$ cat src/rtl/accum_alu_seq_if.sv
// Command/result bundle between a command source and the accumulator ALU.
interface accum_alu_seq_if #(
  parameter int W = 8
) ();
  logic         cmd_valid;
  logic         cmd_ready;
  logic         cmd_load;
  logic [2:0]   cmd_op;
  logic [W-1:0] cmd_b;
  logic [W-1:0] acc;
  logic         carry;
  logic         res_valid;
  logic         busy;

  // Command source side
  modport master (
    output cmd_valid, cmd_load, cmd_op, cmd_b,
    input  cmd_ready, acc, carry, res_valid, busy
  );

  // Accumulator ALU side
  modport slave (
    input  cmd_valid, cmd_load, cmd_op, cmd_b,
    output cmd_ready, acc, carry, res_valid, busy
  );
endinterface

$ cat src/rtl/accum_alu_seq.sv
// Sequential accumulator front-end for the 8-bit lab ALU operation set.
// Logic ops, add and load finish at the accept edge; the two popcount ops
// walk a shadow copy of the operands one bit per cycle.
module accum_alu_seq #(
  parameter int W = 8
) (
  input logic           clk,
  input logic           rst,
  accum_alu_seq_if.slave bus
);
  localparam int IW = $clog2(2 * W);

  typedef enum logic [0:0] {
    IDLE = 1'b0,
    SCAN = 1'b1
  } state_t;

  state_t           state;
  logic [W-1:0]     accum;
  logic             carry_bit;
  logic             res_pulse;
  logic             ready;
  logic [2*W-1:0]   shadow;
  logic [W-1:0]     cnt;
  logic [IW-1:0]    bitidx;
  logic [IW-1:0]    last_idx;

  logic             accept;
  logic             serial_op;
  logic [W:0]       sum;
  logic [W-1:0]     alu_res;
  logic             alu_carry;
  logic [W-1:0]     cnt_next;

  assign accept    = bus.cmd_valid && ready;
  assign serial_op = (bus.cmd_op[2:1] == 2'b11);
  assign sum       = {1'b0, accum} + {1'b0, bus.cmd_b};
  assign cnt_next  = cnt + {{(W-1){1'b0}}, shadow[bitidx]};

  // Single-cycle result for ops 0-5; serial ops never use this path
  always_comb begin
    alu_res   = accum;
    alu_carry = 1'b0;
    case (bus.cmd_op)
      3'd0: alu_res = ~accum | bus.cmd_b;
      3'd1: alu_res = accum | ~bus.cmd_b;
      3'd2: alu_res = ~accum;
      3'd3: alu_res = accum & bus.cmd_b;
      3'd4: begin
        alu_res   = sum[W-1:0];
        alu_carry = sum[W];
      end
      3'd5: alu_res = ~(accum | bus.cmd_b);
      default: begin
        alu_res   = accum;
        alu_carry = 1'b0;
      end
    endcase
  end

  // Command acceptance, serial popcount scan and result write-back
  always_ff @(posedge clk or posedge rst) begin
    if (rst) begin
      state     <= IDLE;
      accum     <= {W{1'b0}};
      carry_bit <= 1'b0;
      res_pulse <= 1'b0;
      ready     <= 1'b1;
      shadow    <= {(2*W){1'b0}};
      cnt       <= {W{1'b0}};
      bitidx    <= {IW{1'b0}};
      last_idx  <= {IW{1'b0}};
    end else begin
      res_pulse <= 1'b0;
      case (state)
        IDLE: begin
          if (accept) begin
            if (bus.cmd_load) begin
              accum     <= bus.cmd_b;
              carry_bit <= 1'b0;
              res_pulse <= 1'b1;
            end else if (serial_op) begin
              // op 7 scans {B,A}; op 6 scans only A (upper half zeroed)
              if (bus.cmd_op[0]) begin
                shadow   <= {bus.cmd_b, accum};
                last_idx <= IW'(2 * W - 1);
              end else begin
                shadow   <= {{W{1'b0}}, accum};
                last_idx <= IW'(W - 1);
              end
              cnt    <= {W{1'b0}};
              bitidx <= {IW{1'b0}};
              state  <= SCAN;
              ready  <= 1'b0;
            end else begin
              accum     <= alu_res;
              carry_bit <= alu_carry;
              res_pulse <= 1'b1;
            end
          end
        end
        SCAN: begin
          cnt    <= cnt_next;
          bitidx <= bitidx + IW'(1);
          if (bitidx == last_idx) begin
            accum     <= cnt_next;
            carry_bit <= 1'b0;
            res_pulse <= 1'b1;
            ready     <= 1'b1;
            state     <= IDLE;
          end
        end
        default: begin
          state <= IDLE;
          ready <= 1'b1;
        end
      endcase
    end
  end

  assign bus.acc       = accum;
  assign bus.carry     = carry_bit;
  assign bus.res_valid = res_pulse;
  assign bus.cmd_ready = ready;
  assign bus.busy      = ~ready;
endmodule

$ cat src/flat_wrapper.sv
// flat-port wrapper written by rule: the top's interface ports become plain ports
module accum_alu_seq_flat 
#(
  parameter int W = 8
)
  (clk, rst, bus_cmd_valid, bus_cmd_load, bus_cmd_op, bus_cmd_b, bus_cmd_ready, bus_acc, bus_carry, bus_res_valid, bus_busy);
  accum_alu_seq_if #(.W(W)) bus_i ();
  input logic clk;
  input logic rst;
  input wire logic [$bits(bus_i.cmd_valid)-1:0] bus_cmd_valid;
  input wire logic [$bits(bus_i.cmd_load)-1:0] bus_cmd_load;
  input wire logic [$bits(bus_i.cmd_op)-1:0] bus_cmd_op;
  input wire logic [$bits(bus_i.cmd_b)-1:0] bus_cmd_b;
  output wire logic [$bits(bus_i.cmd_ready)-1:0] bus_cmd_ready;
  output wire logic [$bits(bus_i.acc)-1:0] bus_acc;
  output wire logic [$bits(bus_i.carry)-1:0] bus_carry;
  output wire logic [$bits(bus_i.res_valid)-1:0] bus_res_valid;
  output wire logic [$bits(bus_i.busy)-1:0] bus_busy;
  assign bus_i.cmd_valid = bus_cmd_valid;
  assign bus_i.cmd_load = bus_cmd_load;
  assign bus_i.cmd_op = bus_cmd_op;
  assign bus_i.cmd_b = bus_cmd_b;
  assign bus_cmd_ready = bus_i.cmd_ready;
  assign bus_acc = bus_i.acc;
  assign bus_carry = bus_i.carry;
  assign bus_res_valid = bus_i.res_valid;
  assign bus_busy = bus_i.busy;
  accum_alu_seq #(.W(W)) u_core (.clk(clk), .rst(rst), .bus(bus_i));
endmodule
$ cat config.mk
export PLATFORM = sky130hd
export DESIGN_NAME = accum_alu_seq_flat
export DESIGN_NICKNAME = d
export VERILOG_FILES = /design/src/rtl/accum_alu_seq_if.sv /design/src/rtl/accum_alu_seq.sv /design/src/flat_wrapper.sv
export SDC_FILE = /design/constraint.sdc
export NUM_CORES = 1
export LEC_CHECK = 0
export CAP_MARGIN = 20
export CORE_ASPECT_RATIO = 0.75
export CORE_MARGIN = 2
export CORE_UTILIZATION = 59
export DETAILED_ROUTE_END_ITERATION = 16
export PLACE_DENSITY = 0.8
export SLEW_MARGIN = 20
export SYNTH_ARGS = -nofsm -noshare
export SYNTH_HDL_FRONTEND = slang
export SYNTH_SLANG_ARGS = --single-unit
$ cat constraint.sdc
create_clock -name clk -period 3.14 [get_ports clk]
set_clock_uncertainty 0.15 [all_clocks]
set_input_delay 0.628 -clock clk [delete_from_list [all_inputs] [get_ports clk]]
set_output_delay 0.628 -clock clk [all_outputs]
set_load 0.005 [all_outputs]
Word level (Yosys, flattened, before mapping):

Cells that the tools add are included.

* register bits: 44
* logic and storage cells: 82
* input bits: 15

* bitwise operators: 10
* add/sub/neg operators: 3
* magnitude comparators: 1
* eq/ne operators: 13
* muxes and demuxes: 39
* reductions and logical operators: 7

Operator list (count)
* two-way mux 8 bit: 7
* one-hot mux 8 bit (6 select lines): 1
* one-hot mux 8 bit (2 select lines): 2
* inverter 8 bit: 3
* bitwise OR 8 bit: 3
* two-way mux 1 bit: 18
* two-way mux 16 bit: 1
* two-way mux 4 bit: 4
* AND reduction 4 bit: 3
* adder 8 x 8 -> 9 bit: 1
* adder 8 x 1 -> 8 bit: 1
* bitwise AND 8 bit: 1
* != test 8 bit (second input constant): 1
* one-hot mux 1 bit (2 select lines): 4
* one-hot mux 4 bit (2 select lines): 1
* equality test 3 x 2 -> 1 bit (second input constant): 2
* equality test 3 bit (second input constant): 2
* AND reduction 3 bit: 2
* less-than comparator 4 x 5 -> 1 bit (second input constant): 1
* adder 4 x 1 -> 4 bit (second input constant): 1
* binary-select mux 1 bit (select 4 bit): 1
* equality test 4 bit: 1
* != test 2 x 1 -> 1 bit (second input constant): 2
* != test 2 bit (second input constant): 2
* 6 further kinds: 8

Depth between registers and ports, before layout:

* depth after elaboration: 7
* depth in mapped cells: 10

Least setup slack after synthesis:

No wires, ideal clock.

* path kind: register to register
* start point: reg u_core.bitidx[0]
* end point: reg u_core.accum[4], in the netlist u_core.bus.acc[4]
* slack: 0.413 ns
* cell stages (with the launch flop): 11
* arrival time: 2.441 ns
* library setup time: 0.135 ns
* path buffers: 1
* cell sequence: dfrtp_1 buf_6 mux4_1 mux4_2 ha_1 ha_1 nand3_1 xor2_1 nor2_1 a211oi_1 a22oi_1

* cells in the longest elaborated chain, start to end: 5
* elaborated cells between the ends (all ways): 8
* classes of those cells: add/sub: 1; eq/ne: 2; mux: 4; reduce/logical: 1

Ends and longest elaborated chain
* from (decl): RTL line accum_alu_seq.sv:25 `logic [IW-1:0] bitidx;`
* from (signal assigned): RTL line accum_alu_seq.sv:71 `bitidx <= {IW{1'b0}};`
* from (signal assigned): RTL line accum_alu_seq.sv:92 `bitidx <= {IW{1'b0}};`
* from (signal assigned): RTL line accum_alu_seq.sv:104 `bitidx <= bitidx + IW'(1);`
* binary-select mux 1 bit (select 4 bit): RTL line accum_alu_seq.sv:38 `assign cnt_next = cnt + {{(W-1){1'b0}}, shadow[bitidx]};`
* two-way mux 1 bit (implied by the code): RTL line accum_alu_seq.sv:38
* adder 8 x 1 -> 8 bit: RTL line accum_alu_seq.sv:38
* two-way mux 8 bit: RTL line accum_alu_seq.sv:105 `if (bitidx == last_idx) begin`
* one-hot mux 8 bit (2 select lines): RTL line accum_alu_seq.sv:75 `case (state)`
* to (signal assigned): RTL line accum_alu_seq.sv:79 `accum <= bus.cmd_b;`
* to (signal assigned): RTL line accum_alu_seq.sv:96 `accum <= alu_res;`
* to (signal assigned): RTL line accum_alu_seq.sv:106 `accum <= cnt_next;`
* to (decl): RTL line accum_alu_seq.sv:19 `logic [W-1:0] accum;`

Parallel ways exist; a longest one is shown, timed or not. The select of a mux whose other input is x is not followed.
A chain may end at the register's enable or synchronous reset.

Worst setup path after layout:

* start point: reg u_core.bitidx[0]
* end point: reg u_core.accum[6], in the netlist u_core.bus.acc[6]

Same word-level chain as after synthesis.

==> results by group <==
Die
  – Core Area: 0.005324 mm^2
  – Starting Density: 61.10%
  – Die W: 89.74 um
  – Boundary pin count: 27
  – Die height: 68.31 um
  – Die area: 0.006130 mm^2
  – Rows: 23

Yosys
  – Post-synth top cells: dfrtp_1, ha_1, nand2_1
  – Number of synthesized flops with an enable pin: 0
  – Synth Cell Area: 0.003253 mm^2
  – Sequential fraction of the synthesis area: 32.35%
  – Main area contributors after synthesis: dfrtp_1, ha_1, mux4_1
  – Cells after synthesis: 337
  – Avg Cell Area, Syn: 9.653 um^2
  – Syn Nets: 392
  – Async set-reset flop share out of synthesis: 100.0%
  – Yosys cell types: 62
  – Post-synth top area cell: dfrtp_1
  – Synth Flop Type: dfrtp_1
  – Top cell type's share of synthesized area: 31.54%
  – Synthesis-stage register bit count: 42
  – Ys Warns: 0
  – Top-count cell post-synth: dfrtp_1

Timing
  – Hold_ws: 331.5 ps
  – Finish-stage setup viols: 0
  – Setup TNS: 0 ps
  – Worst-Margin Slew: 808.8 ps
  – Fmax: 0.3289 GHz
  – Final hold viol count: 0
  – Fin crit period: 3041 ps
  – Worst rel slew slack: 46.08%
  – RSZ-0062 raised after global routing: false
  – Pins Over Slew Limit: 0
  – Tcrit/Tclk final: 96.84%

Setup path
  – Crit path buffers/inverters: 0
  – Worst reg2reg path startpoint: u_core.bitidx[0]
  – CP max-delay cell: mux4_1
  – Worst path max stage delay: 600 ps
  – Arr. time, crit path: 3080 ps
  – Critical Path, Cell by Cell: mux4_1 -> mux4_2 -> ha_1 -> ha_1 -> nand2_1 -> nor2_1 -> xnor2_1 -> a222oi_1 -> a31oi_1
  – CP Max Fanout: 5
  – Delay-heaviest family, CP: multiplexers
  – CP Class: reg2reg
  – CP required: 3170 ps
  – Crit end category: register
  – CP startpoint kind: register
  – Most used cell, CP: ha_1
  – Setup crit start: u_core.bitidx[0]

Global route
  – Met1 Usage GRT: 41.90%
  – Pin count of the biggest net entering global routing: 37
  – GRT busiest layer: met2
  – GRT Residual Overflow: 0
  – Vias in the first global route: 2,720
  – Grt met3 use: 5.837%
  – GR Util All Layers: 30.50%
  – Initial antenna violation count: 0
  – Met2 GRT Util: 49.72%
  – First-pass GRT wire length: 14,260 um

Routing
  – Routed Antenna Nets: 0
  – Drt first-iter violations: 345
  – Vias after detailed routing: 2,786
  – DRC Markers: 0
  – DR pass1 iterations: 5
  – Routed WL: 8761 um
  – DR WL/cell: 19.51 um
  – DR vias/cell: 6.205

Run status
  – Status: completed

Clocking
  – CTS Buf Count: 5
  – Clock Latency Late Sink: 310 ps
  – # H-tree levels: 2
  – Clock transition at path regs: 90 ps
  – CTS Root Cell: clkbuf_8
  – Worst-case clock buffer depth: 2
  – CTS resizes: 0
  – CTS tree: yes
  – Total clock sinks: 42
  – Hold_buf cts: 0
  – Setup Buffers After CTS: 0

Cells and area
  – Synthesis-to-finish area growth: 16.42%
  – Fin nets: 428
  – # fillers: 396
  – Layout cells sized above 1: 11.50%
  – Register area: 0.001052 mm^2
  – Area of the multi-input gates: 0.002002 mm^2
  – Final core occ: 71.14%
  – ANT cells: 0

Placement
  – DP HPWL: 6489 um
  – Routability cong.: 0.9424
  – Port bufs: 26

Worst hold path
  – Worst Min Path Start: u_core.shadow[9]
  – Type of the worst min-delay path: reg2reg

Pwr
  – Power per cell area: 332.5 mW/mm^2
  – Peak VDD IR: 0.0002061 V
  – Leakage: 1.768 nW

Run
  – Number of max-cap violations: 0
==> flip-flops by register name, summed over array words and instances, names as in the netlist <==
register              count
u_core.bus.acc            8
u_core.state              1
u_core.shadow            16
u_core.cnt                8
u_core.last_idx           2
u_core.bus.carry          1
u_core.bitidx             4
u_core.bus.cmd_ready      1
u_core.bus.res_valid      1
==> worst register-to-register path: stages (launching register included) <==
cell	delay [ps]
dfrtp_1	480
mux4_1	600
mux4_2	470
ha_1	220
ha_1	230
nand2_1	90
nor2_1	60
xnor2_1	160
a222oi_1	310
a31oi_1	130
==> metrics by stage <==
stage | std cells | area [um^2] | worst slack [ps] | power [W]
finish | 449 | 3787 | 99.38 | 0.001259
floorplan | 337 | 3253 | 413.2 | 0.0006578
detailed placement | 441 | 3650 | 64.00 | 0.0007313
CTS | 449 | 3787 | 108.0 | 0.001255
global route | 449 | 3787 | 16.51 | 0.001300
global placement | 441 | 3649 | 104.5 | 0.0007280
==> kinds of logic (layout without fill, tap and decap cells) <==
kind of cell	Yosys count	count (layout)	share of synthesized area, %
AOI/OAI and AO/OA	101	101	23.08
and+or+nand+nor	91	91	14.31
DFF	42	42	32.35
buffers and inverters	42	79	6.115
adders and majority gates	40	40	15.62
muxes	11	11	5.846
xor gates and xnor gates	10	10	2.692
==> worst paths after layout <==
kind,end,slack (ps),depth (start not counted)
worst max register to register,u_core.bus.acc[6],100,9
max in group asynchronous,u_core.bus.acc[6],1820,3
worst min register to register,u_core.shadow[9],330,2
worst min-delay path,u_core.shadow[9],330,2
min in group asynchronous,u_core.state,520,2
worst max-delay path,u_core.bus.acc[6],100,9
==> report_power, final <==
part / internal, W / total (W) / switching, W
clock network: 0.000319 / 0.000534 / 0.000215
logic: 0.0000759 / 0.000185 / 0.000109
registers: 0.000540 / 0.000540 / 0
total: 0.000935 / 0.00126 / 0.000324
==> layout by cell type, fill, tap and decap left out, types with 3 or more instances in the layout <==
cell / instances
nor2b_1: 5
a22o_1: 7
a221oi_1: 9
nand2_1: 28
mux2i_1: 4
inv_1: 24
nand3_1: 7
ha_1: 39
a211oi_1: 6
buf_4: 19
a31oi_1: 6
nor2_1: 20
a22oi_1: 5
nand4_1: 3
clkdlybuf4s50_1: 26
xor2_1: 7
xnor2_1: 3
a21o_1: 7
nand2b_1: 5
a21oi_1: 9
o21ai_0: 17
and3_1: 3
nor3_1: 5
o211ai_1: 3
mux4_1: 4
clkbuf_8: 5
o31ai_1: 13
dfrtp_1: 41
==> final cells by class <==
| type | count | area share [%] |
|---|---|---|
| Timing Repair Buffer | 45 | 10.64 |
| Clock buffer | 5 | 1.817 |
| Clock inverter | 3 | 1.817 |
| Sequential cell | 42 | 27.78 |
| Tap cell | 75 | 2.478 |
| Multi-Input combinational cell | 253 | 52.86 |
| Inverter | 26 | 2.610 |
==> metal layers <==
layer  wire length (um)  up-vias
met5                  0        -
met4                184        0
met3                604       22
met2               3875      105
met1               4098     1349
li1                   -     1310
Note: power is estimated with default switching activity, not from simulation.
